**config.mk**
```make
export PLATFORM = sky130hd
export DESIGN_NAME = wb_queue
export DESIGN_NICKNAME = d
export VERILOG_FILES = /design/src/rtl/wb_queue.sv
export SDC_FILE = /design/constraint.sdc
export NUM_CORES = 1
export LEC_CHECK = 0
export CAP_MARGIN = 20
export CORE_MARGIN = 2
export CORE_UTILIZATION = 60
export CTS_CLUSTER_DIAMETER = 200
export DETAILED_ROUTE_END_ITERATION = 12
export DONT_BUFFER_PORTS = 1
export PLACE_DENSITY = 0.76
export SLEW_MARGIN = 20
export SYNTH_ARGS = -nofsm -noshare
export SYNTH_HDL_FRONTEND = slang
export SYNTH_SLANG_ARGS = --single-unit
```
**constraint.sdc**
```tcl
create_clock -name clk -period 3.1 [get_ports clk]
set_input_delay 0.155 -clock clk [delete_from_list [all_inputs] [get_ports clk]]
set_output_delay 0.155 -clock clk [all_outputs]
set_load 0.02 [all_outputs]
```
**src/rtl/wb_queue.sv**
```systemverilog
// Writeback queue feeding the register bank, with a per-register busy scoreboard.
// Optional bypass search of pending writes enabled by defining WB_BYPASS_EN.
module wb_queue #(
  parameter int DEPTH  = 4,
  parameter int DATA_W = 8,
  parameter int REG_AW = 2
) (
  input  logic                   clk,
  input  logic                   rst_n,
  input  logic                   in_valid,
  output logic                   in_ready,
  input  logic [REG_AW-1:0]      in_rs,
  input  logic [DATA_W-1:0]      in_data,
  input  logic                   wb_stall,
  input  logic                   flush,
  output logic                   WR,
  output logic [REG_AW-1:0]      rs,
  output logic [DATA_W-1:0]      data,
  output logic [2**REG_AW-1:0]   busy,
  output logic [$clog2(DEPTH):0] count,
  input  logic [REG_AW-1:0]      fwd_rs,
  output logic                   fwd_hit,
  output logic [DATA_W-1:0]      fwd_data
);

  localparam int AW   = $clog2(DEPTH);
  localparam int CW   = AW + 1;
  localparam int NREG = 2**REG_AW;
  localparam int BW   = $clog2(DEPTH + 2);

  logic [REG_AW-1:0] mem_rs   [DEPTH];
  logic [DATA_W-1:0] mem_data [DEPTH];
  logic [AW-1:0]     head;
  logic [AW-1:0]     tail;
  logic [BW-1:0]     pend [NREG];

  logic push;
  logic pop;

  assign in_ready = (count < CW'(DEPTH));
  assign push     = in_valid && in_ready && !flush;
  assign pop      = (count != '0) && !wb_stall && !flush;

  always_ff @(posedge clk) begin
    if (push) begin
      mem_rs[tail]   <= in_rs;
      mem_data[tail] <= in_data;
    end
  end

  always_ff @(posedge clk or negedge rst_n) begin
    if (!rst_n) begin
      head  <= '0;
      tail  <= '0;
      count <= '0;
    end else if (flush) begin
      head  <= '0;
      tail  <= '0;
      count <= '0;
    end else begin
      if (push)
        tail <= tail + AW'(1);
      if (pop)
        head <= head + AW'(1);
      if (push && !pop)
        count <= count + CW'(1);
      else if (pop && !push)
        count <= count - CW'(1);
    end
  end

  // Bank-side registers; rs/data hold their last value when idle.
  always_ff @(posedge clk or negedge rst_n) begin
    if (!rst_n) begin
      WR   <= 1'b0;
      rs   <= '0;
      data <= '0;
    end else begin
      WR <= pop;
      if (pop) begin
        rs   <= mem_rs[head];
        data <= mem_data[head];
      end
    end
  end

  // Pending-write counters: +1 on push, -1 as the WR cycle retires.
  always_ff @(posedge clk or negedge rst_n) begin
    if (!rst_n) begin
      for (int r = 0; r < NREG; r++)
        pend[r] <= '0;
    end else begin
      for (int r = 0; r < NREG; r++) begin
        if (flush)
          pend[r] <= '0;
        else if ((push && in_rs == REG_AW'(r))
                 && !(WR && rs == REG_AW'(r)))
          pend[r] <= pend[r] + BW'(1);
        else if ((WR && rs == REG_AW'(r))
                 && !(push && in_rs == REG_AW'(r)))
          pend[r] <= pend[r] - BW'(1);
      end
    end
  end

  always_comb begin
    busy = '0;
    for (int r = 0; r < NREG; r++)
      busy[r] = (pend[r] != '0);
  end

`ifdef WB_BYPASS_EN
  logic [AW-1:0] idx;

  // Oldest first, so a later match overrides: youngest wins.
  always_comb begin
    fwd_hit  = 1'b0;
    fwd_data = '0;
    idx      = '0;
    if (WR && rs == fwd_rs) begin
      fwd_hit  = 1'b1;
      fwd_data = data;
    end
    for (int i = 0; i < DEPTH; i++) begin
      idx = head + AW'(i);
      if (CW'(i) < count && mem_rs[idx] == fwd_rs) begin
        fwd_hit  = 1'b1;
        fwd_data = mem_data[idx];
      end
    end
  end
`else
  logic unused_fwd;

  assign unused_fwd = ^fwd_rs;
  assign fwd_hit    = 1'b0;
  assign fwd_data   = '0;
`endif

endmodule

```
==> results.md, run 1 <==
### Synthesis
- 2.12% — XOR/XNOR Fraction of Synth Area
- 70 — Synth Register Bits
- 40 — number of distinct library cells after synthesis
- 0.00330 mm^2 — netlist area before placement
- 0 — Synthesis Warnings
- 14.0 um^2 — syn avg cell area
- 2.54% — complex-gate fraction of the synthesized area
- 59.1% — sequential cell area fraction in the yosys report
- multiplexers — main combinational cell family by area after synthesis
- 11.8% — simple-gate area share of the yosys netlist
- 236 — count of mapped cells out of synthesis
- 15.2% — multiplexer share of the synthesized area
- 4.54% — arithmetic-cell share of the synthesized area counting full adders, half adders and majority gates

### Detailed routing
- 4 — count of TritonRoute iterations in the first routing pass
- 76 — number of DRC violations after detailed-routing iteration 0
- 1802 — number of vias in the routed layout
- 16.2 um — post-DR wirelength/cell
- 5340 um — routed wire length
- 0 — post-detailed-route count of antenna-violating nets
- 0 — post-route DRC violation count
- 5.46 — routed via count divided by cell count

### Critical path
- nor3_2 -> nor2_2 -> nor2b_1 -> fa_1 -> inv_1 -> o211ai_1 -> a31oi_1 -> dlygate4sd3_1 — cell-by-cell listing of the critical path
- sky130_fd_sc_hd__dfrtp_1 — Critical Path Slowest Stage Cell
- reg2reg — critical path type
- 8 — number of cells on the worst reg-to-reg path
- 8 — maximum fanout encountered on the critical timing path
- 0.65 ns — delay of the slowest critical-path stage
- flop — type of element capturing the critical path
- flop — startpoint type of the worst setup path
- 3.38 ns — data required time of the critical path
- 2.73 ns — WP data arrival

### Clocking
- 0.34 ns — clock latency of the later-clocked register in the worst-skew pair
- 2 — number of buffers on the longest clock path
- 0.08 ns — clock-pin transition on the worst setup and hold timing paths
- done — CTS tree
- 3 — CTS HTree Levels
- 9 — cts bufs inserted
- 70 — clk sinks
- sky130_fd_sc_hd__clkbuf_8 — CTS Root Cell
- 0 — post_cts resized

### Power and ir drop
- 26.8% — Clock power frac
- 51.1% — fraction of power consumed by sequential logic
- 1.44 nW — P_leak
- 0.524 mV — peak ir drop on the vdd network
- 920 uW — power spent charging and discharging nets
- 1.85 mW — Internal Power
- 22.1% — share of total power in combinational logic
- 33.2% — switching part of the total
- 752 mW/mm^2 — Pwr Density

### STA
- false — RSZ-0062 raised after global routing
- 0 — final max-slew violation count
- 2.46 ns — min cycle time layout
- 0.717 ns — slew at the pin closest to its max-slew limit
- 0 — Setup violations, final
- 0 — final count of hold timing violations
- 79.3% — post-route fraction of the period consumed by the critical path
- 0.407 GHz — maximum achievable frequency
- 52.2% — worst rel slew slack
- 0.00716 ns — final setup skew
- 0 ns — Final TNS setup

### Floorplan
- 27 — Core Rows
- 0.00612 mm^2 — area of the die
- 78.2 um — vertical extent of the die
- 61.1% — effective utilization at floorplan
- 78.2 um — Die X-Extent
- 45 — Boundary Pins
- 0.00541 mm^2 — Core ar.

### Place
- 3510 um — HPWL after DPL
- 0 — number of port buffers
- 300 — Inst Count DP
- 0.771 — weighted congestion at the end of routability-driven global placement
- 0.00333 mm^2 — standard cell area after detailed placement

### Finish
- 19.0% — layout cell share with drive strength beyond 1
- 386 — layout filler cell count
- 0.00123 mm^2 — area used by multi-input combinational logic
- sky130_fd_sc_hd__edfxtp_1 — leading cell type in the layout, fill and taps excluded
- 330 — final standard cell count with taps included and fillers excluded
- 279 — final-stage net count
- 0.00369 mm^2 — post-route cell area
- 0 — antenna cell count
- 68.2% — Final Core Density
- sky130_fd_sc_hd__edfxtp_1 (40), sky130_fd_sc_hd__nor2_1 (32), sky130_fd_sc_hd__dfrtp_1 (30) — most frequent cells in the layout
- 11.5% — area growth from synthesis to layout
- 0.00195 mm^2 — FF/Latch Area

### Outcome
- finished clean — run status

### Global route
- 0 — leftover overflow at the end of global routing
- 0 — initial antenna violation count
- 8840 um — wire length of the first global-routing pass
- 19.6% — global routing usage summed across all routing layers
- 1849 — vias in the first global route
- 31 — maximum number of pins on one net before global-route repair

### Hold path
- 2 — Hold Path Stages
- in2reg — class of the tightest hold or removal check

### Job
- 0 — max-cap violation count

stage by stage:
step | total power, mW | hold slack (ns) | setup WS (ns)
after floorplan | 1.92 | -0.141 | 0.945
after global placement | 2.00 | -0.140 | 0.786
after detailed placement | 2.02 | -0.140 | 0.759
after CTS | 2.80 | 0.0227 | 0.657
after global routing | 2.93 | 0.0479 | 0.471
final | 2.77 | 0.0295 | 0.643
power groups by stage:
stage	logic, mW	clock network [mW]	registers, mW
detailed placement	0.582	0	1.44
global placement	0.564	0	1.44
global route	0.694	0.793	1.44
floorplan	0.557	0	1.36
CTS	0.621	0.757	1.42
finish	0.612	0.744	1.42
path summary, 6_finish.rpt:
| path | startpoint | end | slack (ns) |
|---|---|---|---|
| worst min-delay path | flush | pend[10] | 0.03 |
| min in group asynchronous | rst_n | data[1] | 0.27 |
| max in group asynchronous | rst_n | pend[2] | 2.65 |
| worst max register to register | count[2] | count[2] | 0.64 |
| worst min register to register | pend[8] | pend[8] | 0.51 |
| worst max-delay path | count[2] | count[2] | 0.64 |
area by class of cell:
class / instances / area share, %
clock buffers: 9 / 3.36
inverters: 14 / 1.43
clock inverters: 7 / 2.21
well taps: 72 / 2.44
flip-flops and latches: 70 / 53.0
multi-input cells: 143 / 33.3
repair buffers: 15 / 4.28
synthesized netlist by cell type (all sizes together):
cell type	count	area, um^2
nor2b	7	43.8
xnor2	6	52.6
a31oi	1	6.26
a21oi	3	15.0
o31ai	3	22.5
conb	1	3.75
and2	8	50.1
nor3b	3	27.5
mux4	10	225
and3	2	12.5
nand3	2	10.0
nand3b	1	7.51
edfxtp	40	1200
dfrtp	30	751
clkbuf	5	18.8
or3	4	25.0
mux2	21	236
o21ai	2	10.0
nor2	33	126
o211ai	1	7.51
inv	14	52.6
ha	4	50.1
nand2	1	3.75
and3b	3	27.5
a22oi	2	15.0
nor3	2	15.0
fa	5	100
mux2i	4	40.0
xor2	2	17.5
buf	12	82.6
nand2b	1	6.26
a211oi	1	7.51
nor4b	1	23.8
and2b	1	10.0
timing repair:
item                                   CTS  global route
endpoints found under the hold margin   78             0
hold buffers                            14             0
buffers inserted                         0             0
registers in the layout, indices dropped and copies added (netlist names):
| name | cells |
|---|---|
| mem_data | 32 |
| pend | 12 |
| count | 3 |
| mem_rs | 8 |
| head | 2 |
| data | 8 |
| rs | 2 |
| tail | 2 |
| WR | 1 |
layer usage:
layer	up-vias	global-route usage [%]	part of all wire [%]
met5	-	0	0
met4	0	10.4	2.3
met3	10	4.83	4.1
met2	42	31.1	51
met1	900	25.1	43
li1	850	-	-
cells by family (layout without fill, tap and decap cells):
logic type               Yosys count  count (layout)
AO/OA/AOI/OAI                     13              13
XOR/XNOR                           8               8
adder cells (fa/ha/maj)            9               9
buffers and inverters             31              45
flip-flops                        70              70
multiplexers                      35              35
other                              1               9
AND/OR/NAND/NOR                   69              69
critical path, delay by kind of cell, from the launching register on:
family                   cells  cell delay [ns]
AO/OA/AOI/OAI                2             0.26
adder cells (fa/ha/maj)      1             0.40
buffers and inverters        2             0.64
flip-flops                   1             0.65
AND/OR/NAND/NOR              3             0.44
Note: power is estimated with default switching activity, not from simulation.
==> run 2, diff against run 1 <==
Settings changed: ABC_AREA from default to 1, CORE_UTILIZATION 60 to 57, PLACE_DENSITY 0.76 to 0.75.
Clock period 3.1 ns to 2.2 ns, I/O delays scaled along.
==> run 2 against run 1 <==
Power grew 44%. Final area rose by 3.7%. Routed wire length increased by 23%. Core utilization is 2.8 points lower. Flip-flop and latch count stayed put. Setup slack worse by 0.41 ns. Die area increased by 7.6%. Fmax grew 25%. Count of clock-buffer cells in the layout unchanged. Via count grew 30%. Synthesized area increased by 2.6%. Largest power group unchanged.
==> results.md, run 2 <==
### Clocking
- 70 — clk sinks
- 0.08 ns — clock-pin transition on the worst setup and hold timing paths
- 0.35 ns — clock latency of the later-clocked register in the worst-skew pair
- 3 — CTS HTree Levels
- 0 — post_cts resized
- sky130_fd_sc_hd__clkbuf_8 — CTS Root Cell
- done — CTS tree
- 2 — number of buffers on the longest clock path
- 9 — cts bufs inserted

### STA
- 1.96 ns — min cycle time layout
- 0 — Setup violations, final
- 0.0267 ns — worst hold slack
- 0 — final max-slew violation count
- 0.00891 ns — final setup skew
- 0.509 GHz — maximum achievable frequency
- false — RSZ-0062 raised after global routing
- 89.2% — post-route fraction of the period consumed by the critical path
- 0.827 ns — slew at the pin closest to its max-slew limit
- 44.6% — worst rel slew slack
- 0 — final count of hold timing violations
- 0 ns — Final TNS setup

### Finish
- 455 — layout filler cell count
- mem_data — register name with the most flops
- 377 — final-stage net count
- mem_data x32, pend x12 — registers with the most flip-flops
- 32 — Largest register FFs
- sky130_fd_sc_hd__nand2_1 — leading cell type in the layout, fill and taps excluded
- sky130_fd_sc_hd__nand2_1 (49), sky130_fd_sc_hd__edfxtp_1 (40), sky130_fd_sc_hd__o21ai_0 (36) — most frequent cells in the layout
- 12.8% — area growth from synthesis to layout
- 13.5% — layout cell share with drive strength beyond 1
- 0 — antenna cell count

### Detailed routing
- 4 — count of TritonRoute iterations in the first routing pass
- 153 — number of DRC violations after detailed-routing iteration 0
- 0 — post-detailed-route count of antenna-violating nets
- 6580 um — routed wire length
- 2341 — number of vias in the routed layout
- 15.3 um — post-DR wirelength/cell
- 0 — post-route DRC violation count
- 5.43 — routed via count divided by cell count

### Hold path
- in2reg — class of the tightest hold or removal check
- 3 — Hold Path Stages

### Floorplan
- 58.0% — effective utilization at floorplan
- 45 — Boundary Pins
- 0.00658 mm^2 — area of the die
- 81.1 um — vertical extent of the die
- 28 — Core Rows
- 0.00585 mm^2 — Core ar.
- 81.1 um — Die X-Extent

### Global route
- met2 — grt peak-use layer
- 0 — leftover overflow at the end of global routing
- 31 — maximum number of pins on one net before global-route repair
- 10400 um — wire length of the first global-routing pass
- 27.9% — GR Util met1
- 34.6% — met2 Track Usage GR
- 6.00% — met3 track utilization from global routing
- 21.5% — global routing usage summed across all routing layers
- 0 — initial antenna violation count
- 2181 — vias in the first global route

### Critical path
- flop — type of element capturing the critical path
- 2.25 ns — WP data arrival
- flop — startpoint type of the worst setup path
- 10 — number of cells on the worst reg-to-reg path
- 2.49 ns — data required time of the critical path
- reg2reg — critical path type
- 5 — maximum fanout encountered on the critical timing path

### Synthesis
- sky130_fd_sc_hd__nand2_1 — cell with the most instances after synthesis
- sky130_fd_sc_hd__edfxtp_1 — Most used DFF post-synth
- 42.9% — proportion of register bits with asynchronous set or reset after synthesis
- 329 — count of mapped cells out of synthesis
- 57.6% — sequential cell area fraction in the yosys report
- 33 — number of distinct library cells after synthesis
- 10.3 um^2 — syn avg cell area
- sky130_fd_sc_hd__edfxtp_1 — cell type contributing the most total cell area after synthesis
- 0 — Synthesis Warnings
- 0.00339 mm^2 — netlist area before placement
- 70 — Synth Register Bits
- sky130_fd_sc_hd__edfxtp_1 (35%), sky130_fd_sc_hd__dfrtp_1 (22%), sky130_fd_sc_hd__nand2_1 (5.4%) — top post-synthesis cells by area
- 40 — number of enable-type register cells in the synthesized netlist
- 35.4% — Yosys top cell area share
- sky130_fd_sc_hd__nand2_1 (49), sky130_fd_sc_hd__edfxtp_1 (40), sky130_fd_sc_hd__o21ai_0 (36) — leading post-synthesis cells by instance count

### Place
- 4110 um — HPWL after DPL
- 0 — number of port buffers
- 0.801 — weighted congestion at the end of routability-driven global placement

### Job
- 0 — max-cap violation count

### Power and ir drop
- 1040 mW/mm^2 — Pwr Density
- 1.65 nW — P_leak
- 0.559 mV — peak ir drop on the vdd network

### Outcome
- finished clean — run status

==> run 2: changes by cell type in the layout (fill, tap and decap cells not counted), moves of 6 or more <==
cell	previous run	this run
sky130_fd_sc_hd__buf_4	1	10
sky130_fd_sc_hd__nand2_1	1	49
sky130_fd_sc_hd__mux4_2	10	0
sky130_fd_sc_hd__inv_1	14	34
sky130_fd_sc_hd__nor2b_1	7	0
sky130_fd_sc_hd__nand3_1	2	23
sky130_fd_sc_hd__o22ai_1	0	10
sky130_fd_sc_hd__and2_1	8	0
sky130_fd_sc_hd__mux2_1	6	0
sky130_fd_sc_hd__mux2_2	15	0
sky130_fd_sc_hd__o21ai_0	2	36
sky130_fd_sc_hd__o21ai_1	0	7
sky130_fd_sc_hd__nand4_1	0	8
==> run 2: per-layer routing <==
layer	share of wire [%]	wire, um
met2	48	3170
met5	0	0
met1	44	2900
met4	1.7	109
met3	6.0	394
==> run 2: cell type report <==
class,instances,area (um^2),area share (%)
clock buffer,9,124,3.24
clock inverter,7,96.3,2.52
inverter,37,140,3.66
multi-input combinational,209,1180,30.9
sequential,70,1950,51.0
tap,75,93.8,2.45
timing repair buffer,24,235,6.15
==> run 2: report_power, final <==
| part | switching (mW) | internal [mW] | leakage (nW) |
|---|---|---|---|
| Sequential | 0.260 | 1.60 | 0.750 |
| Clock | 0.513 | 0.642 | 0.114 |
| Combinational | 0.650 | 0.330 | 0.783 |
==> run 2: logic make-up after synthesis <==
kind of cell	count (synthesis)	share of synthesized area (%)
XOR/XNOR	3	0.775
AND/OR/NAND/NOR	129	19.3
flip-flops	70	57.6
adder cells (fa/ha/maj)	9	4.43
buffers and inverters	58	8.45
AO/OA/AOI/OAI	59	9.37
other	1	0.111
==> run 2: through the flow <==
stage / power, mW / instance area [um^2] / utilization (%) / instances / setup slack (ns)
finish: 3.99 / 3820 / 65.4 / 431 / 0.237
global route: 4.24 / 3820 / 65.4 / 431 / 0.0634
CTS: 3.98 / 3790 / 64.8 / 428 / 0.182
detailed placement: 2.80 / 3430 / 58.6 / 399 / 0.203
global placement: 2.76 / 3430 / 58.6 / 399 / 0.251
floorplan: 2.61 / 3420 / - / 337 / 0.311
==> run 2: timing repair <==
action,in CTS,in global routing
setup buffers,0,3
endpoints found under the hold margin,87,0
hold buffers,13,0
endpoints found under the setup margin,0,1
==> run 2: critical path: stages (launching register included) <==
cell and delay [ns]:
sky130_fd_sc_hd__dfrtp_1 0.50, sky130_fd_sc_hd__inv_1 0.15, sky130_fd_sc_hd__nand3_1 0.15, sky130_fd_sc_hd__nand4_4 0.15, sky130_fd_sc_hd__inv_1 0.06, sky130_fd_sc_hd__fa_1 0.37, sky130_fd_sc_hd__xor2_1 0.20, sky130_fd_sc_hd__nand3_1 0.10
sky130_fd_sc_hd__o21ai_1 0.09, sky130_fd_sc_hd__nand2_1 0.07, sky130_fd_sc_hd__nand2_1 0.06
==> run 2: final timing paths <==
check,from,end,slack [ns]
max,rs[1],pend[11],0.24
max reg2reg,rs[1],pend[11],0.24
min reg2reg,pend[3],pend[3],0.54
max in group asynchronous,rst_n,pend[5],1.83
min in group asynchronous,rst_n,data[2],0.19
min,in_valid,tail[1],0.03
==> run 3, diff against run 2 <==
Settings changed: REMOVE_ABC_BUFFERS from default to 1, SKIP_LAST_GASP from default to 1.
==> run 3 against run 2 <==
Setup slack improved by 0.011 ns. Worst hold slack got worse by 0.0067 ns. Power rose by 3.5%. Die area did not move. Fmax rose by 0.56%. Largest power group unchanged.
==> results.md, run 3 (same netlist as run 2, synthesis figures left out) <==
### Outcome
- finished clean — run status

### Critical path
- 0.25 ns — FF-to-FF setup slack
- pend[11] — worst setup path endpoint
- flop — type of element capturing the critical path
- 2.23 ns — WP data arrival
- 2.48 ns — data required time of the critical path
- 12 — maximum fanout encountered on the critical timing path
- pend[11] — worst r2r dst
- 12 — number of cells on the worst reg-to-reg path
- count[2] — start point of the critical path
- flop — startpoint type of the worst setup path
- reg2reg — critical path type
- count[2] — worst reg2reg startpoint

### Place
- 3930 um — HPWL after DPL
- 0.785 — weighted congestion at the end of routability-driven global placement
- 0.00343 mm^2 — standard cell area after detailed placement
- 0 — number of port buffers

### Detailed routing
- 4 — count of TritonRoute iterations in the first routing pass
- 231 — number of DRC violations after detailed-routing iteration 0
- 0 — post-detailed-route count of antenna-violating nets
- 15.3 um — post-DR wirelength/cell
- 2353 — number of vias in the routed layout
- 6600 um — routed wire length
- 5.46 — routed via count divided by cell count
- 0 — post-route DRC violation count

### Global route
- 25.7% — GR Util met1
- 21.5% — global routing usage summed across all routing layers
- 31 — maximum number of pins on one net before global-route repair
- 35.7% — met2 Track Usage GR
- 6.00% — met3 track utilization from global routing
- met2 — grt peak-use layer
- 0 — initial antenna violation count
- 2257 — vias in the first global route
- 0 — leftover overflow at the end of global routing
- 10300 um — wire length of the first global-routing pass

### STA
- 0 ns — Final TNS setup
- 1.95 ns — min cycle time layout
- 0 — Setup violations, final
- 0.512 GHz — maximum achievable frequency
- 0.00401 ns — final setup skew
- 0 — final max-slew violation count
- 49.1% — worst rel slew slack
- 0.761 ns — slew at the pin closest to its max-slew limit
- false — RSZ-0062 raised after global routing
- 88.7% — post-route fraction of the period consumed by the critical path
- 0 — final count of hold timing violations

### Floorplan
- 28 — Core Rows
- 58.0% — effective utilization at floorplan
- 0.00585 mm^2 — Core ar.
- 81.1 um — vertical extent of the die
- 0.00658 mm^2 — area of the die
- 81.1 um — Die X-Extent
- 45 — Boundary Pins

### Clocking
- 0.08 ns — clock-pin transition on the worst setup and hold timing paths
- 9 — cts bufs inserted
- 3 — CTS HTree Levels
- 0.34 ns — clock latency of the later-clocked register in the worst-skew pair
- sky130_fd_sc_hd__clkbuf_8 — CTS Root Cell
- done — CTS tree
- 2 — number of buffers on the longest clock path
- 70 — clk sinks

### Power and ir drop
- 34.0% — switching part of the total
- 1070 mW/mm^2 — Pwr Density
- 1.66 nW — P_leak
- 23.8% — share of total power in combinational logic
- 0.521 mV — peak ir drop on the vdd network
- 31.1% — Clock power frac
- 45.2% — fraction of power consumed by sequential logic
- 1.40 mW — power spent charging and discharging nets
- 2.72 mW — Internal Power

### Hold path
- in_valid — startpoint of the lowest-slack hold path
- in2reg — class of the tightest hold or removal check

### Finish
- 13.9% — area growth from synthesis to layout
- mem_data x32, pend x12 — registers with the most flip-flops
- 445 — layout filler cell count
- 377 — final-stage net count
- mem_data — register name with the most flops
- 32 — Largest register FFs
- 0.00118 mm^2 — area used by multi-input combinational logic
- 0 — antenna cell count
- sky130_fd_sc_hd__nand2_1 — leading cell type in the layout, fill and taps excluded
- 66.0% — Final Core Density
- 0.00195 mm^2 — FF/Latch Area
- sky130_fd_sc_hd__nand2_1 (49), sky130_fd_sc_hd__edfxtp_1 (40), sky130_fd_sc_hd__o21ai_0 (36) — most frequent cells in the layout
- 0.00386 mm^2 — post-route cell area
- 13.5% — layout cell share with drive strength beyond 1

### Job
- 0 — max-cap violation count

==> run 3: cell types whose count changed in the layout (fill, tap and decap cells not counted), sizes merged <==
cell         change
buf              -1
dlygate4sd3      +1
clkbuf           +1
inv              +1
clkinv           -3
bufinv           +1
==> run 3: repair_timing <==
item                                   CTS  global route
resized for setup                        0             1
setup endpoints to repair                0            15
hold buffers                            13             1
endpoints found under the hold margin   87             1
setup buffers                            0             2
==> run 3: metrics by stage <==
step	power, mW	hold slack (ns)	instances	setup WS, ns
detailed placement	2.80	-0.185	399	0.149
finish	4.13	0.0201	431	0.248
CTS	4.14	0.000498	428	0.0381
floorplan	2.56	-0.186	316	0.214
global route	4.37	0.0506	431	0.105
global placement	2.76	-0.185	399	0.203
==> run 3: worst max-delay path: stages (launching register included) <==
cell and delay, ns:
sky130_fd_sc_hd__dfrtp_1 0.50, sky130_fd_sc_hd__inv_2 0.07, sky130_fd_sc_hd__nand2_2 0.10, sky130_fd_sc_hd__nor2_4 0.05, sky130_fd_sc_hd__buf_12 0.14, sky130_fd_sc_hd__nand4_4 0.09, sky130_fd_sc_hd__inv_1 0.06, sky130_fd_sc_hd__fa_1 0.37
sky130_fd_sc_hd__xor2_1 0.20, sky130_fd_sc_hd__nand3_1 0.10, sky130_fd_sc_hd__o21ai_1 0.08, sky130_fd_sc_hd__nand2_1 0.06, sky130_fd_sc_hd__nand2_1 0.06
==> run 3: layer usage <==
metal	part of all wire [%]	vias to the layer above	routed length, um
li1	-	1137	-
met1	42	1126	2750
met2	51	79	3350
met3	5.5	11	363
met4	2.0	0	129
met5	0	-	0
==> run 3: power by group through the flow <==
stage | Combinational (mW) | Sequential [mW] | Clock, mW
CTS | 0.960 | 1.87 | 1.31
finish | 0.981 | 1.86 | 1.28
floorplan | 0.690 | 1.87 | 0
global route | 1.11 | 1.89 | 1.36
detailed placement | 0.904 | 1.89 | 0
global placement | 0.873 | 1.89 | 0
==> run 3: how the worst min path moves through the flow <==
stage | endpoint | slack (ns) | cells past startpoint
floorplan | WR | -0.19 | 0
global placement | data[5] | -0.18 | 0
detailed placement | data[5] | -0.18 | 0
CTS | tail[1] | 0.0005 | 3
global route | tail[0] | 0.05 | 3
finish | tail[1] | 0.02 | 3
==> run 3: cell type report <==
| type | instances | area share (%) |
|---|---|---|
| clock buffer | 10 | 3.56 |
| clock inverter | 6 | 3.01 |
| inverter | 37 | 3.63 |
| multi-input combinational | 209 | 30.7 |
| sequential | 70 | 50.5 |
| tap | 75 | 2.43 |
| timing repair buffer | 24 | 6.15 |
